--- config.mk ---
export PLATFORM = sky130hd
export DESIGN_NAME = aclk_time_counter_gen
export DESIGN_NICKNAME = d
export VERILOG_FILES = /design/src/rtl/aclk_pkg.sv /design/src/rtl/bcd_digit_cnt.sv /design/src/rtl/aclk_time_counter_gen.sv
export SDC_FILE = /design/constraint.sdc
export NUM_CORES = 1
export LEC_CHECK = 0
export CORE_ASPECT_RATIO = 0.75
export CORE_UTILIZATION = 44
export CTS_CLUSTER_SIZE = 16
export DETAILED_ROUTE_END_ITERATION = 7
export PLACE_DENSITY = 0.88
export SYNTH_ARGS = -nofsm -noshare
export SYNTH_HDL_FRONTEND = slang
export SYNTH_SLANG_ARGS = --single-unit
--- constraint.sdc ---
create_clock -name clk -period 5.35 [get_ports clk]
set_input_delay 1.07 -clock clk [delete_from_list [all_inputs] [get_ports clk]]
set_output_delay 1.07 -clock clk [all_outputs]
set_load 0.1 [all_outputs]
--- src/rtl/aclk_pkg.sv ---
// ============================================================================
//  Module      : aclk_pkg
//  Description : Shared BCD types, limits and legality helpers for the
//                alarm-clock time counter and the alarm comparator.
//  Revision    : 1.0 - initial release
// ============================================================================
`default_nettype none

package aclk_pkg;

    typedef logic [3:0] bcd_t;

    localparam bcd_t       BCD_MAX_LS        = 4'd9;
    localparam bcd_t       BCD_MAX_MS_MINSEC = 4'd5;
    localparam logic [7:0] HR24_MAX          = 8'h23;
    localparam logic [7:0] HR12_MIN          = 8'h01;
    localparam logic [7:0] HR12_MAX          = 8'h12;

    // Two-digit BCD value whose ls digit is 0..9 and ms digit is 0..ms_max.
    function automatic logic bcd_legal(input logic [7:0] v, input bcd_t ms_max);
        return (v[3:0] <= BCD_MAX_LS) && (v[7:4] <= ms_max);
    endfunction

    // Hour legality; BCD compare is numeric once both digits are decimal.
    function automatic logic hour_legal(input logic [7:0] v, input logic twelve);
        logic ok;
        ok = bcd_legal(v, BCD_MAX_LS);
        if (twelve)
            ok = ok && (v >= HR12_MIN) && (v <= HR12_MAX);
        else
            ok = ok && (v <= HR24_MAX);
        return ok;
    endfunction

endpackage : aclk_pkg

`default_nettype wire

--- src/rtl/bcd_digit_cnt.sv ---
// ============================================================================
//  Module      : bcd_digit_cnt
//  Description : Single BCD digit counter with load, programmable maximum and
//                wrap value. carry is high when an increment wraps the digit.
//  Revision    : 1.0 - initial release
// ============================================================================
`default_nettype none

module bcd_digit_cnt
    import aclk_pkg::*;
#(
    parameter bcd_t RST_VAL = 4'd0
) (
    input  logic clk,
    input  logic reset_n,
    input  logic inc,
    input  logic load,
    input  bcd_t ld_val,
    input  bcd_t wrap_val,
    input  bcd_t max_val,
    output bcd_t q,
    output logic carry
);

    bcd_t r_q;
    logic w_at_max;

    assign w_at_max = (r_q == max_val);
    assign carry    = inc & w_at_max;
    assign q        = r_q;

    // Digit register: load has priority, otherwise step or wrap on inc.
    always_ff @(posedge clk or negedge reset_n) begin
        if (!reset_n)
            r_q <= RST_VAL;
        else if (load)
            r_q <= ld_val;
        else if (inc)
            r_q <= w_at_max ? wrap_val : (r_q + 4'd1);
    end

endmodule : bcd_digit_cnt

`default_nettype wire

--- src/rtl/aclk_time_counter_gen.sv ---
// ============================================================================
//  Module      : aclk_time_counter_gen
//  Description : BCD time-of-day counter, 24h or 12h (TWELVE_HR), with
//                validated load, hold, day-rollover and load-error pulses.
//                Optional seconds field enabled by defining ACLK_SECONDS_EN;
//                without it tick advances minutes and sec outputs read 0.
//  Revision    : 1.0 - initial release
// ============================================================================
`default_nettype none

module aclk_time_counter_gen
    import aclk_pkg::*;
#(
    parameter int         TWELVE_HR = 0,
    parameter logic [7:0] RST_HR    = 8'h00,
    parameter logic [7:0] RST_MIN   = 8'h00,
    parameter logic       RST_PM    = 1'b0
) (
    input  logic       clk,
    input  logic       reset_n,
    input  logic       tick,
    input  logic       hold,
    input  logic       load_en,
    input  logic [7:0] load_hr,
    input  logic [7:0] load_min,
    input  logic [7:0] load_sec,
    input  logic       load_pm,
    output logic [3:0] hr_ms,
    output logic [3:0] hr_ls,
    output logic [3:0] min_ms,
    output logic [3:0] min_ls,
    output logic [3:0] sec_ms,
    output logic [3:0] sec_ls,
    output logic       pm,
    output logic       rollover,
    output logic       load_err
);

    localparam logic c_TWELVE = (TWELVE_HR != 0);

    // Reset values must describe a legal time for the chosen hour mode.
    if (!hour_legal(RST_HR, c_TWELVE)) begin : g_bad_rst_hr
        $error("aclk_time_counter_gen: RST_HR %h illegal for TWELVE_HR=%0d", RST_HR, TWELVE_HR);
    end
    if (!bcd_legal(RST_MIN, BCD_MAX_MS_MINSEC)) begin : g_bad_rst_min
        $error("aclk_time_counter_gen: RST_MIN %h illegal", RST_MIN);
    end

    logic       w_hr_ok;
    logic       w_min_ok;
    logic       w_sec_ok;
    logic       w_load_ok;
    logic       w_load;
    logic       w_inc;
    logic       w_min_inc;
    logic       w_min_ls_c;
    logic       w_hr_inc;
    logic [7:0] w_hr_nxt;
    logic       w_pm_flip;
    logic       w_day_wrap;
    logic       w_pm;
    bcd_t       w_min_ms;
    bcd_t       w_min_ls;

    logic [7:0] r_hr;
    logic       r_rollover;
    logic       r_load_err;

    assign w_hr_ok   = hour_legal(load_hr, c_TWELVE);
    assign w_min_ok  = bcd_legal(load_min, BCD_MAX_MS_MINSEC);
    assign w_load_ok = w_hr_ok & w_min_ok & w_sec_ok;
    assign w_load    = load_en & w_load_ok;
    // Any load strobe, legal or not, swallows a coincident tick.
    assign w_inc     = tick & ~hold & ~load_en;

`ifdef ACLK_SECONDS_EN
    bcd_t w_sec_ms;
    bcd_t w_sec_ls;
    logic w_sec_ls_c;
    logic w_sec_c;

    assign w_sec_ok  = bcd_legal(load_sec, BCD_MAX_MS_MINSEC);

    bcd_digit_cnt #(.RST_VAL(4'd0)) u_sec_ls (
        .clk      (clk),
        .reset_n  (reset_n),
        .inc      (w_inc),
        .load     (w_load),
        .ld_val   (load_sec[3:0]),
        .wrap_val (4'd0),
        .max_val  (BCD_MAX_LS),
        .q        (w_sec_ls),
        .carry    (w_sec_ls_c)
    );

    bcd_digit_cnt #(.RST_VAL(4'd0)) u_sec_ms (
        .clk      (clk),
        .reset_n  (reset_n),
        .inc      (w_sec_ls_c),
        .load     (w_load),
        .ld_val   (load_sec[7:4]),
        .wrap_val (4'd0),
        .max_val  (BCD_MAX_MS_MINSEC),
        .q        (w_sec_ms),
        .carry    (w_sec_c)
    );

    assign w_min_inc = w_sec_c;
    assign sec_ms    = w_sec_ms;
    assign sec_ls    = w_sec_ls;
`else
    logic w_unused_sec;

    assign w_unused_sec = ^load_sec;
    assign w_sec_ok     = 1'b1;
    assign w_min_inc    = w_inc;
    assign sec_ms       = 4'd0;
    assign sec_ls       = 4'd0;
`endif

    bcd_digit_cnt #(.RST_VAL(RST_MIN[3:0])) u_min_ls (
        .clk      (clk),
        .reset_n  (reset_n),
        .inc      (w_min_inc),
        .load     (w_load),
        .ld_val   (load_min[3:0]),
        .wrap_val (4'd0),
        .max_val  (BCD_MAX_LS),
        .q        (w_min_ls),
        .carry    (w_min_ls_c)
    );

    bcd_digit_cnt #(.RST_VAL(RST_MIN[7:4])) u_min_ms (
        .clk      (clk),
        .reset_n  (reset_n),
        .inc      (w_min_ls_c),
        .load     (w_load),
        .ld_val   (load_min[7:4]),
        .wrap_val (4'd0),
        .max_val  (BCD_MAX_MS_MINSEC),
        .q        (w_min_ms),
        .carry    (w_hr_inc)
    );

    // Next hour value and mode-dependent side effects of an hour carry.
    always_comb begin
        w_hr_nxt   = r_hr;
        w_pm_flip  = 1'b0;
        w_day_wrap = 1'b0;
        if (c_TWELVE) begin
            if (r_hr == HR12_MAX) begin
                w_hr_nxt = HR12_MIN;
            end else if (r_hr == 8'h11) begin
                w_hr_nxt   = HR12_MAX;
                w_pm_flip  = 1'b1;
                w_day_wrap = w_pm;
            end else if (r_hr[3:0] == BCD_MAX_LS) begin
                w_hr_nxt = {r_hr[7:4] + 4'd1, 4'd0};
            end else begin
                w_hr_nxt = {r_hr[7:4], r_hr[3:0] + 4'd1};
            end
        end else begin
            if (r_hr == HR24_MAX) begin
                w_hr_nxt   = 8'h00;
                w_day_wrap = 1'b1;
            end else if (r_hr[3:0] == BCD_MAX_LS) begin
                w_hr_nxt = {r_hr[7:4] + 4'd1, 4'd0};
            end else begin
                w_hr_nxt = {r_hr[7:4], r_hr[3:0] + 4'd1};
            end
        end
    end

    // Hour pair register.
    always_ff @(posedge clk or negedge reset_n) begin
        if (!reset_n)
            r_hr <= RST_HR;
        else if (w_load)
            r_hr <= load_hr;
        else if (w_hr_inc)
            r_hr <= w_hr_nxt;
    end

    if (c_TWELVE) begin : g_pm12
        logic r_pm;

        // AM/PM flag: loaded, or toggled on the 11 -> 12 hour step.
        always_ff @(posedge clk or negedge reset_n) begin
            if (!reset_n)
                r_pm <= RST_PM;
            else if (w_load)
                r_pm <= load_pm;
            else if (w_hr_inc && w_pm_flip)
                r_pm <= ~r_pm;
        end

        assign w_pm = r_pm;
    end else begin : g_pm24
        logic w_unused_pm;

        assign w_unused_pm = load_pm ^ w_pm_flip;
        assign w_pm        = 1'b0;
    end

    // Single-cycle status pulses; a load cycle never counts, so they are exclusive.
    always_ff @(posedge clk or negedge reset_n) begin
        if (!reset_n) begin
            r_rollover <= 1'b0;
            r_load_err <= 1'b0;
        end else begin
            r_rollover <= w_hr_inc & w_day_wrap;
            r_load_err <= load_en & ~w_load_ok;
        end
    end

    assign hr_ms    = r_hr[7:4];
    assign hr_ls    = r_hr[3:0];
    assign min_ms   = w_min_ms;
    assign min_ls   = w_min_ls;
    assign pm       = w_pm;
    assign rollover = r_rollover;
    assign load_err = r_load_err;

endmodule : aclk_time_counter_gen

`default_nettype wire

==> results of run 1 <==
[cells by family (layout without fill, tap and decap cells)]
kind of cell    after synthesis  in the layout
fa+ha+maj                     2              2
simple gates                 46             46
buf+inv                      22             50
other cells                   1              9
flops                        18             18
mux                           4              4
compound gates               43             43
xor+xnor                      2              2
[state kept, by name, summed over array words and instances (netlist names)]
register	count
r_hr	8
load_err	1
rollover	1
u_min_ms.q	4
u_min_ls.q	4
[final cells by class]
| class | count | area, um^2 | area share, % |
|---|---|---|---|
| multi-input combinational | 106 | 686 | 41.6 |
| inverter | 8 | 30.0 | 1.82 |
| sequential | 18 | 450 | 27.4 |
| timing repair buffer | 38 | 380 | 23.1 |
| clock buffer | 4 | 55.1 | 3.34 |
| tap | 36 | 45.0 | 2.74 |
[stage by stage]
| step | total power, mW | util, % | setup slack (ns) | hold WS [ns] |
|---|---|---|---|---|
| 6_report | 0.775 | 62.8 | 2.26 | 0.513 |
| 5_1_grt | 0.806 | 62.8 | 2.12 | 0.551 |
| 4_1_cts | 0.775 | 62.8 | 2.28 | 0.520 |
| 3_5_place_dp | 0.662 | 60.7 | 2.02 | 0.517 |
| 3_3_place_gp | 0.656 | 60.7 | 2.08 | 0.492 |
| 2_1_floorplan | 0.558 | - | 2.78 | 0.774 |
[how the worst min path moves through the flow]
stage | end | slack, ns | from | depth (start not counted)
2_1_floorplan | load_err$_DFF_PN0_ | 0.77 | reset_n | 0
3_3_place_gp | rollover$_DFF_PN0_ | 0.49 | r_hr[7]$_DFFE_PN0P_ | 1
3_5_place_dp | rollover$_DFF_PN0_ | 0.52 | r_hr[7]$_DFFE_PN0P_ | 1
4_1_cts | rollover$_DFF_PN0_ | 0.52 | r_hr[7]$_DFFE_PN0P_ | 1
5_1_grt | rollover$_DFF_PN0_ | 0.55 | r_hr[7]$_DFFE_PN0P_ | 1
6_report | rollover$_DFF_PN0_ | 0.51 | r_hr[7]$_DFFE_PN0P_ | 1
[report_power, final]
part	internal (mW)	total [mW]	switching, mW	leakage, nW
registers	0.167	0.224	0.0570	0.227
logic	0.114	0.437	0.323	0.395
clock network	0.0655	0.113	0.0475	0.0288
[layout by cell type, fill, tap and decap left out, types with 2 or more instances in the layout]
master / Yosys / routed
a211oi_1: 2 / 2
a21oi_1: 10 / 10
a221o_1: 2 / 2
a31oi_1: 5 / 5
and3_1: 2 / 2
clkbuf_8: 0 / 4
clkdlybuf4s50_1: 0 / 38
conb_1: 1 / 9
dfrtp_1: 18 / 18
ha_1: 2 / 2
inv_1: 8 / 8
mux2i_1: 3 / 3
nand2_1: 5 / 5
nand3_1: 7 / 7
nand4b_1: 2 / 2
nand4bb_1: 3 / 3
nor2_1: 5 / 5
nor2b_1: 4 / 4
nor3_1: 6 / 6
o21ai_0: 12 / 12
o31ai_1: 4 / 4
or2_2: 2 / 2
or4_1: 2 / 2
xnor2_1: 2 / 2
[metal layers]
layer,track usage (%),share of wire (%),vias up
li1,-,-,575
met1,26.4,45,575
met2,35.5,48,51
met5,0,0,-
met4,8.37,1.6,0
met3,3.57,5.6,7
==> summary.txt, run 1 <==
Status
  – Outcome: completed

Yosys
  – Top cells by count, synth: dfrtp_1, o21ai_0, a21oi_1
  – Count leader, synth: dfrtp_1
  – Mux contribution to synthesized area: 3.36%
  – Synth Cell Area: 0.00123 mm^2
  – #FFs+latches synth: 18
  – Mean Syn Cell Area: 8.91 um^2
  – Main flop type after synthesis: dfrtp_1
  – Synth Area in Compound Gates: 23.1%
  – Main combinational cell family by area after synthesis: simple AND/OR/NAND/NOR gates
  – Register area share after synthesis: 36.6%
  – Post-Synthesis Cells: 138
  – Library cells used by synthesis: 42
  – Xor/xnor share of the synthesized area: 1.42%
  – Async SR Flop Fraction: 100%
  – Adder-cell area share of the yosys netlist: 2.03%
  – Cell taking the most area after synthesis: dfrtp_1
  – Area contributors post-synth: dfrtp_1, buf_4, o21ai_0
  – Post-Synth Simple-Gate Area: 23.1%
  – Post-synth EDFFs: 0
  – Yosys warning total: 0
  – Yosys top cell area share: 36.6%

Setup path
  – Critical path capture point type: flip-flop
  – Critical path's slowest cell: or3_4
  – CP delay by family, top: simple AND/OR/NAND/NOR gates
  – Crit path kind: primary input to flip-flop
  – Critical Path Source Type: primary input
  – Critical path buffer and inverter count: 1
  – Crit path to: r_hr[7]$_DFFE_PN0P_
  – Reg-to-reg startpoint: u_min_ls.q[0]$_DFFE_PN0P_
  – Critical path's largest stage delay: 0.60 ns
  – Flop2flop setup slack: 3.17 ns
  – Required time worst endpoint: 5.53 ns
  – Critical Path AT: 3.27 ns
  – Reg-to-Reg End: r_hr[7]$_DFFE_PN0P_
  – Critical-path cell list: clkdlybuf4s50_1 > nand4bb_1 > or3_4 > or4_1 > a21oi_1
  – Setup crit start: load_en
  – Largest fanout on the critical path: 13
  – R2R cell count: 4
  – Crit. path cell count: 5

Drt
  – First DRT Iteration DRCs: 89
  – Post-route DRC: 0
  – Routed WL per cell: 14.3 um
  – Routed wire length: 3010 um
  – Vias after detailed routing: 1208
  – Drt pass-1 iters: 4
  – Via density: 5.75
  – Post-DRT Antenna Nets: 0

Place
  – GPL Wtd Cong: 0.883
  – Final HPWL DP: 2240 um
  – Area post-placement: 0.00159 mm^2
  – PortBufs: 38
  – DP Cell Count: 206

Power and ir drop
  – Pwr dens: 470 mW/mm^2
  – Peak supply drop: 0.423 mV
  – Leak: 0.652 nW

Floorplan
  – FP Rows: 16
  – Starting density of the core: 46.9%
  – Die Y: 47.8 um
  – Core box area: 0.00262 mm^2
  – IO Pins: 57
  – Die Wd: 63.1 um
  – Full die area: 0.00301 mm^2

Global route
  – GRT overflow: 0
  – First-pass GRT wire length: 4680 um
  – Largest net degree at the start of global routing: 19
  – Initial antenna violation count: 0
  – Global-route usage over all layers: 20.5%
  – Vias in the first global route: 1016

CTS
  – Clock slew at reported path FFs: 0.07 ns
  – CTS tree: yes
  – Post-CTS sizing: 0
  – Post-CTS setup buffers: 0
  – TritonCTS Buffers: 3
  – Max Buffers Root-to-Sink: 2
  – Latest clock arrival within the worst-skew pair: 0.26 ns
  – Root Driver: clkbuf_8
  – Clock H-tree levels: 1
  – Sink Count: 18
  – CTS Hold Buffers Added: 0

Cells and area
  – Final net count: 207
  – Area Growth Syn to Fin: 33.9%
  – Final Cell Area: 0.00165 mm^2
  – Filler Cell Count: 226
  – Layout cells sized above 1: 6.32%
  – Layout Cells excl Fill: 210
  – # diodes: 0

Timing
  – Max Fclk: 0.324 GHz
  – Post-route setup TNS: 0 ns
  – Final worst-path cycle share: 57.7%
  – Relative slew slack: 34.9%
  – Clock Skew: 0.00848 ns
  – Final setup fails: 0
  – RSZ-0062 raised after global routing: false
  – Crit path time final: 3.09 ns
  – Max Slew Vio Count: 0
  – Final hold vios: 0
  – Worst slew pin tran: 0.974 ns

Flow run
  – Max Cap Viol: 0

Min path
  – Worst hold path class: flip-flop to flip-flop
Power figures use the tool's default switching activity.
==> inputs of run 2 (changes only) <==
Settings changed: CORE_UTILIZATION 44 to 41, PLACE_DENSITY 0.88 to 0.83.
Clock period 5.35 ns to 3 ns, I/O delays scaled along.
==> summary.txt, run 2 (synthesis results as in run 1) <==
Setup path
  – Critical Path AT: 2.55 ns (was 3.27 ns)
  – Flop2flop setup slack: 0.87 ns (was 3.17 ns)
  – Crit path to: r_hr[7]$_DFFE_PN0P_ (unchanged)
  – Reg-to-Reg End: r_hr[7]$_DFFE_PN0P_ (unchanged)
  – Largest fanout on the critical path: 13 (unchanged)
  – Crit path kind: primary input to flip-flop (unchanged)
  – Setup crit start: load_en (unchanged)
  – Required time worst endpoint: 3.20 ns (was 5.53 ns)
  – R2R cell count: 4 (unchanged)
  – Critical path capture point type: flip-flop (unchanged)
  – Critical Path Source Type: primary input (unchanged)
  – Reg-to-reg startpoint: u_min_ls.q[2]$_DFFE_PN0P_ (was u_min_ls.q[0]$_DFFE_PN0P_)

Timing
  – Post-route setup TNS: 0 ns (unchanged)
  – Final setup fails: 0 (unchanged)
  – RSZ-0062 raised after global routing: false (unchanged)
  – Final worst-path cycle share: 78.5%
  – Final hold vios: 0 (unchanged)
  – Setup ws final: 0.646 ns (was 2.26 ns)
  – Max Slew Vio Count: 0 (unchanged)
  – WHS: 0.521 ns (was 0.513 ns)
  – Max Fclk: 0.425 GHz
  – Clock Skew: 0.00537 ns (was 0.00848 ns)
  – Relative slew slack: 43.8% (was 34.9%)
  – Worst slew pin tran: 0.840 ns (was 0.974 ns)
  – Crit path time final: 2.35 ns

Place
  – Final HPWL DP: 2530 um (was 2240 um)
  – Area post-placement: 0.00158 mm^2 (was 0.00159 mm^2)
  – DP Cell Count: 211 (was 206)
  – PortBufs: 38 (unchanged)
  – GPL Wtd Cong: 0.867 (was 0.883)
  – Dpl ws: 0.373 ns (was 2.02 ns)

Floorplan
  – Full die area: 0.00323 mm^2 (was 0.00301 mm^2)
  – Die Wd: 65.2 um (was 63.1 um)
  – Starting density of the core: 45.2% (was 46.9%)
  – FP Rows: 16 (unchanged)
  – Core box area: 0.00272 mm^2 (was 0.00262 mm^2)
  – Die Y: 49.4 um (was 47.8 um)
  – IO Pins: 57 (unchanged)

Cells and area
  – Final Cell Area: 0.00164 mm^2 (was 0.00165 mm^2)
  – Multi-input logic area: 686 um^2 (unchanged)
  – Layout cells sized above 1: 19.0% (was 6.32%)
  – # diodes: 0 (unchanged)
  – Register Area: 450 um^2 (unchanged)
  – Largest register FFs: 8 (unchanged)
  – Final net count: 212 (was 207)
  – Most common cell after layout, fill and taps aside: buf_4 (was clkdlybuf4s50_1)
  – Area Growth Syn to Fin: 33.3% (was 33.9%)
  – Top reg by flops: r_hr (unchanged)
  – Layout Cells excl Fill: 215 (was 210)
  – Most frequent cells in the layout: buf_4, clkdlybuf4s50_1, dfrtp_1 (was clkdlybuf4s50_1, dfrtp_1, o21ai_0)
  – Finished Core Util: 60.2% (was 62.8%)
  – Filler Cell Count: 244 (was 226)

Drt
  – Wl on met1: 1560 um (was 1360 um)
  – Routed wire length: 3360 um (was 3010 um)
  – Post-DRT Antenna Nets: 0 (unchanged)
  – Routed WL per cell: 15.6 um (was 14.3 um)
  – Max layer used: met4 (unchanged)
  – Vias after detailed routing: 1235 (was 1208)
  – First DRT Iteration DRCs: 136 (was 89)
  – Post-route DRC: 0 (unchanged)
  – WL met2: 1570 um (was 1430 um)
  – Drt pass-1 iters: 4 (unchanged)
  – Via density: 5.74 (was 5.75)
  – Met3 wire len: 184 um (was 169 um)

Power and ir drop
  – Switching Fraction: 56.3% (was 55.2%)
  – Comb pwr share: 55.7% (was 56.4%)
  – Sequential Power Share: 29.2% (was 29.0%)
  – Clock share of power: 15.1% (was 14.6%)
  – Sw power: 0.777 mW (was 0.427 mW)
  – Leak: 0.701 nW (was 0.652 nW)
  – Pwr dens: 842 mW/mm^2 (was 470 mW/mm^2)
  – Internal: 0.603 mW (was 0.347 mW)
  – Peak supply drop: 0.874 mV (was 0.423 mV)
  – Design Power: 1.38 mW (was 0.775 mW)

Global route
  – Vias in the first global route: 1168 (was 1016)
  – Initial antenna violation count: 0 (unchanged)
  – Global-route usage over all layers: 23.2% (was 20.5%)
  – Largest net degree at the start of global routing: 19 (unchanged)
  – First-pass GRT wire length: 5690 um (was 4680 um)
  – GRT overflow: 0 (unchanged)

CTS
  – Sink Count: 18 (unchanged)
  – Root Driver: clkbuf_8 (unchanged)
  – Clock H-tree levels: 1 (unchanged)
  – CTS Hold Buffers Added: 0 (unchanged)
  – Max Buffers Root-to-Sink: 2 (unchanged)
  – Post-CTS sizing: 0 (unchanged)
  – TritonCTS Buffers: 3 (unchanged)
  – Post-CTS setup buffers: 0 (unchanged)
  – Clock slew at reported path FFs: 0.07 ns (about the same)
  – Latest clock arrival within the worst-skew pair: 0.27 ns (was 0.26 ns)
  – CTS tree: yes (unchanged)

Min path
  – Worst hold path class: flip-flop to flip-flop (unchanged)

Flow run
  – Max Cap Viol: 0 (unchanged)

Status
  – Outcome: completed (unchanged)
## run 2: cell types whose count changed in the layout (fill, tap and decap cells not counted)
cell             change
buf_4               +23
clkdlybuf4s50_1     -18
## run 2: layer usage
layer  GRT usage [%]  vias to the layer above
met5               0                        -
met4            6.52                        0
met3            4.44                        5
met2            36.1                       56
met1            32.5                      593
li1                -                      581
## run 2: how the worst min path moves through the flow
stage | start | to | cells past startpoint
final | r_hr[7]$_DFFE_PN0P_ | rollover$_DFF_PN0_ | 1
after global routing | r_hr[7]$_DFFE_PN0P_ | rollover$_DFF_PN0_ | 1
after CTS | r_hr[7]$_DFFE_PN0P_ | rollover$_DFF_PN0_ | 1
after detailed placement | r_hr[7]$_DFFE_PN0P_ | rollover$_DFF_PN0_ | 1
after global placement | r_hr[7]$_DFFE_PN0P_ | rollover$_DFF_PN0_ | 1
after floorplan | reset_n | load_err$_DFF_PN0_ | 0
## run 2: area by class of cell
class	instances	share of cell area [%]
Clock buffer	4	3.36
Tap cell	36	2.75
Timing Repair Buffer	43	22.7
Sequential cell	18	27.5
Inverter	8	1.83
Multi-Input combinational cell	106	41.8
## run 2: worst max-delay path, stage by stage
cell and delay (ns):
clkdlybuf4s50_1 0.49, nand4bb_1 0.27, or3_4 0.50, or4_1 0.53, a21oi_1 0.15
## run 2: power groups by stage
stage	Clock (mW)	Sequential, mW	Combinational, mW
finish	0.208	0.403	0.769
global route	0.217	0.417	0.798
CTS	0.209	0.400	0.770
detailed placement	0	0.403	0.767
global placement	0	0.399	0.757
floorplan	0	0.781	0.215
==> inputs of run 3 (changes only) <==
Clock period 3 ns to 2.27 ns, I/O delays scaled along.
==> summary.txt, run 3 (synthesis results as in run 1) <==
Timing
  – Final setup fails: 0 (unchanged)
  – Worst slew pin tran: 0.503 ns (was 0.840 ns)
  – Crit path time final: 2.06 ns
  – Final hold vios: 0 (unchanged)
  – Max Fclk: 0.485 GHz
  – Final worst-path cycle share: 90.9%
  – Post-route setup TNS: 0 ns (unchanged)
  – RSZ-0062 raised after global routing: false (unchanged)
  – Relative slew slack: 66.4% (was 43.8%)
  – Max Slew Vio Count: 0 (unchanged)
  – Clock Skew: 0.00102 ns (was 0.00537 ns)

Power and ir drop
  – Clock share of power: 15.0% (was 15.1%)
  – Leak: 0.728 nW (was 0.701 nW)
  – Internal: 0.814 mW (was 0.603 mW)
  – Switching Fraction: 55.6% (was 56.3%)
  – Peak supply drop: 1.17 mV (was 0.874 mV)
  – Sw power: 1.02 mW (was 0.777 mW)
  – Sequential Power Share: 29.5% (was 29.2%)
  – Pwr dens: 1070 mW/mm^2 (was 842 mW/mm^2)
  – Comb pwr share: 55.5% (was 55.7%)

Floorplan
  – Full die area: 0.00323 mm^2 (unchanged)
  – FP Rows: 16 (unchanged)
  – IO Pins: 57 (unchanged)
  – Die Y: 49.4 um (unchanged)
  – Starting density of the core: 45.2% (unchanged)
  – Die Wd: 65.2 um (unchanged)
  – Core box area: 0.00272 mm^2 (unchanged)

Cells and area
  – Top reg by flops: r_hr (unchanged)
  – Most common cell after layout, fill and taps aside: buf_4 (unchanged)
  – Final net count: 220 (was 212)
  – Area Growth Syn to Fin: 39.0% (was 33.3%)
  – Largest register FFs: 8 (unchanged)
  – # diodes: 0 (unchanged)
  – Filler Cell Count: 240 (was 244)
  – Finished Core Util: 62.8% (was 60.2%)
  – Most frequent cells in the layout: buf_4, clkdlybuf4s50_1, o21ai_0 (was buf_4, clkdlybuf4s50_1, dfrtp_1)
  – Layout cells sized above 1: 26.7% (was 19.0%)

Min path
  – Worst hold path class: primary input to async pin (was flip-flop to flip-flop)

Global route
  – GRT overflow: 0 (unchanged)
  – Vias in the first global route: 1080 (was 1168)
  – First-pass GRT wire length: 5010 um (was 5690 um)
  – Largest net degree at the start of global routing: 12 (was 19)
  – Global-route usage over all layers: 20.4% (was 23.2%)
  – Initial antenna violation count: 0 (unchanged)

CTS
  – Latest clock arrival within the worst-skew pair: 0.26 ns (was 0.27 ns)
  – CTS Hold Buffers Added: 0 (unchanged)
  – Post-CTS sizing: 0 (unchanged)
  – Clock H-tree levels: 1 (unchanged)
  – Post-CTS setup buffers: 0 (unchanged)
  – TritonCTS Buffers: 3 (unchanged)
  – Root Driver: clkbuf_8 (unchanged)
  – CTS tree: yes (unchanged)
  – Max Buffers Root-to-Sink: 2 (unchanged)
  – Clock slew at reported path FFs: 0.07 ns (about the same)
  – Sink Count: 18 (unchanged)

Flow run
  – Max Cap Viol: 0 (unchanged)

Drt
  – Routed wire length: 3210 um (was 3360 um)
  – Via density: 5.62 (was 5.74)
  – Routed WL per cell: 14.4 um (was 15.6 um)
  – First DRT Iteration DRCs: 100 (was 136)
  – Post-route DRC: 0 (unchanged)
  – Post-DRT Antenna Nets: 0 (unchanged)
  – Drt pass-1 iters: 4 (unchanged)
  – Vias after detailed routing: 1254 (was 1235)

Setup path
  – Flop2flop setup slack: 0.25 ns (was 0.87 ns)
  – Critical Path Source Type: primary input (unchanged)
  – Reg-to-Reg End: r_hr[7]$_DFFE_PN0P_ (unchanged)
  – Critical path capture point type: flip-flop (unchanged)
  – Crit path kind: primary input to flip-flop (unchanged)
  – Reg-to-reg startpoint: u_min_ms.q[1]$_DFFE_PN0P_ (was u_min_ls.q[2]$_DFFE_PN0P_)
  – Largest fanout on the critical path: 9 (was 13)
  – Critical Path AT: 2.25 ns (was 2.55 ns)
  – Required time worst endpoint: 2.46 ns (was 3.20 ns)
  – R2R cell count: 4 (unchanged)

Status
  – Outcome: completed (unchanged)

Place
  – Final HPWL DP: 2410 um (was 2530 um)
  – PortBufs: 38 (unchanged)
  – GPL Wtd Cong: 0.929 (was 0.867)
[run 3: cell count changes in the layout (fill, tap and decap cells not counted), sizes merged]
| cell | before | now |
|---|---|---|
| buf | 23 | 31 |
[run 3: worst max-delay path by stage]
stage | startpoint | end | slack, ns | depth (start not counted)
4_1_cts | load_en | r_hr[7]$_DFFE_PN0P_ | 0.20 | 5
3_5_place_dp | load_en | r_hr[7]$_DFFE_PN0P_ | -0.06 | 5
2_1_floorplan | r_hr[0]$_DFFE_PN0P_ | r_hr[7]$_DFFE_PN0P_ | 0.09 | 4
3_3_place_gp | hold | r_hr[7]$_DFFE_PN0P_ | -0.01 | 5
6_report | hold | r_hr[7]$_DFFE_PN0P_ | 0.21 | 5
5_1_grt | load_en | r_hr[7]$_DFFE_PN0P_ | 0.11 | 5
[run 3: layer usage]
layer  share of wire, %  routed length [um]  up-vias  global-route usage (%)
li1                   -                   -      600                       -
met1                 45                1430      595                    27.8
met2                 48                1550       55                    32.8
met3                6.4                 206        4                    4.91
met4               0.66                  21        0                    3.99
met5                  0                   0        -                       0
[run 3: power by group through the flow]
| stage | clock (mW) | combinational (mW) | sequential (mW) |
|---|---|---|---|
| 2_1_floorplan | 0 | 0.282 | 1.04 |
| 3_3_place_gp | 0 | 1.01 | 0.537 |
| 3_5_place_dp | 0 | 1.02 | 0.543 |
| 4_1_cts | 0.275 | 1.02 | 0.538 |
| 5_1_grt | 0.291 | 1.06 | 0.555 |
| 6_report | 0.275 | 1.02 | 0.542 |
[run 3: area by class of cell]
cell class	instances	area (um^2)	area share [%]
Multi-Input combinational cell	106	686	40.1
Tap cell	36	45.0	2.64
Timing Repair Buffer	51	433	25.3
Inverter	8	30.0	1.76
Sequential cell	18	460	26.9
Clock buffer	4	55.1	3.22
[run 3: worst max-delay path: stages]
cell             delay [ns]
clkdlybuf4s50_1        0.42
nand4bb_1              0.24
or3_4                  0.46
or4_1                  0.52
a21oi_1                0.16
[run 3: per-stage QoR]
| step | worst slack (ns) | hold slack [ns] | cells | area, um^2 | power, mW |
|---|---|---|---|---|---|
| detailed placement | -0.0623 | 0.522 | 219 | 1650 | 1.56 |
| finish | 0.207 | 0.523 | 223 | 1710 | 1.83 |
| global placement | -0.0124 | 0.502 | 219 | 1650 | 1.55 |
| CTS | 0.204 | 0.532 | 223 | 1710 | 1.83 |
| global route | 0.112 | 0.556 | 223 | 1710 | 1.90 |
| floorplan | 0.0934 | 0.158 | 146 | 1270 | 1.33 |
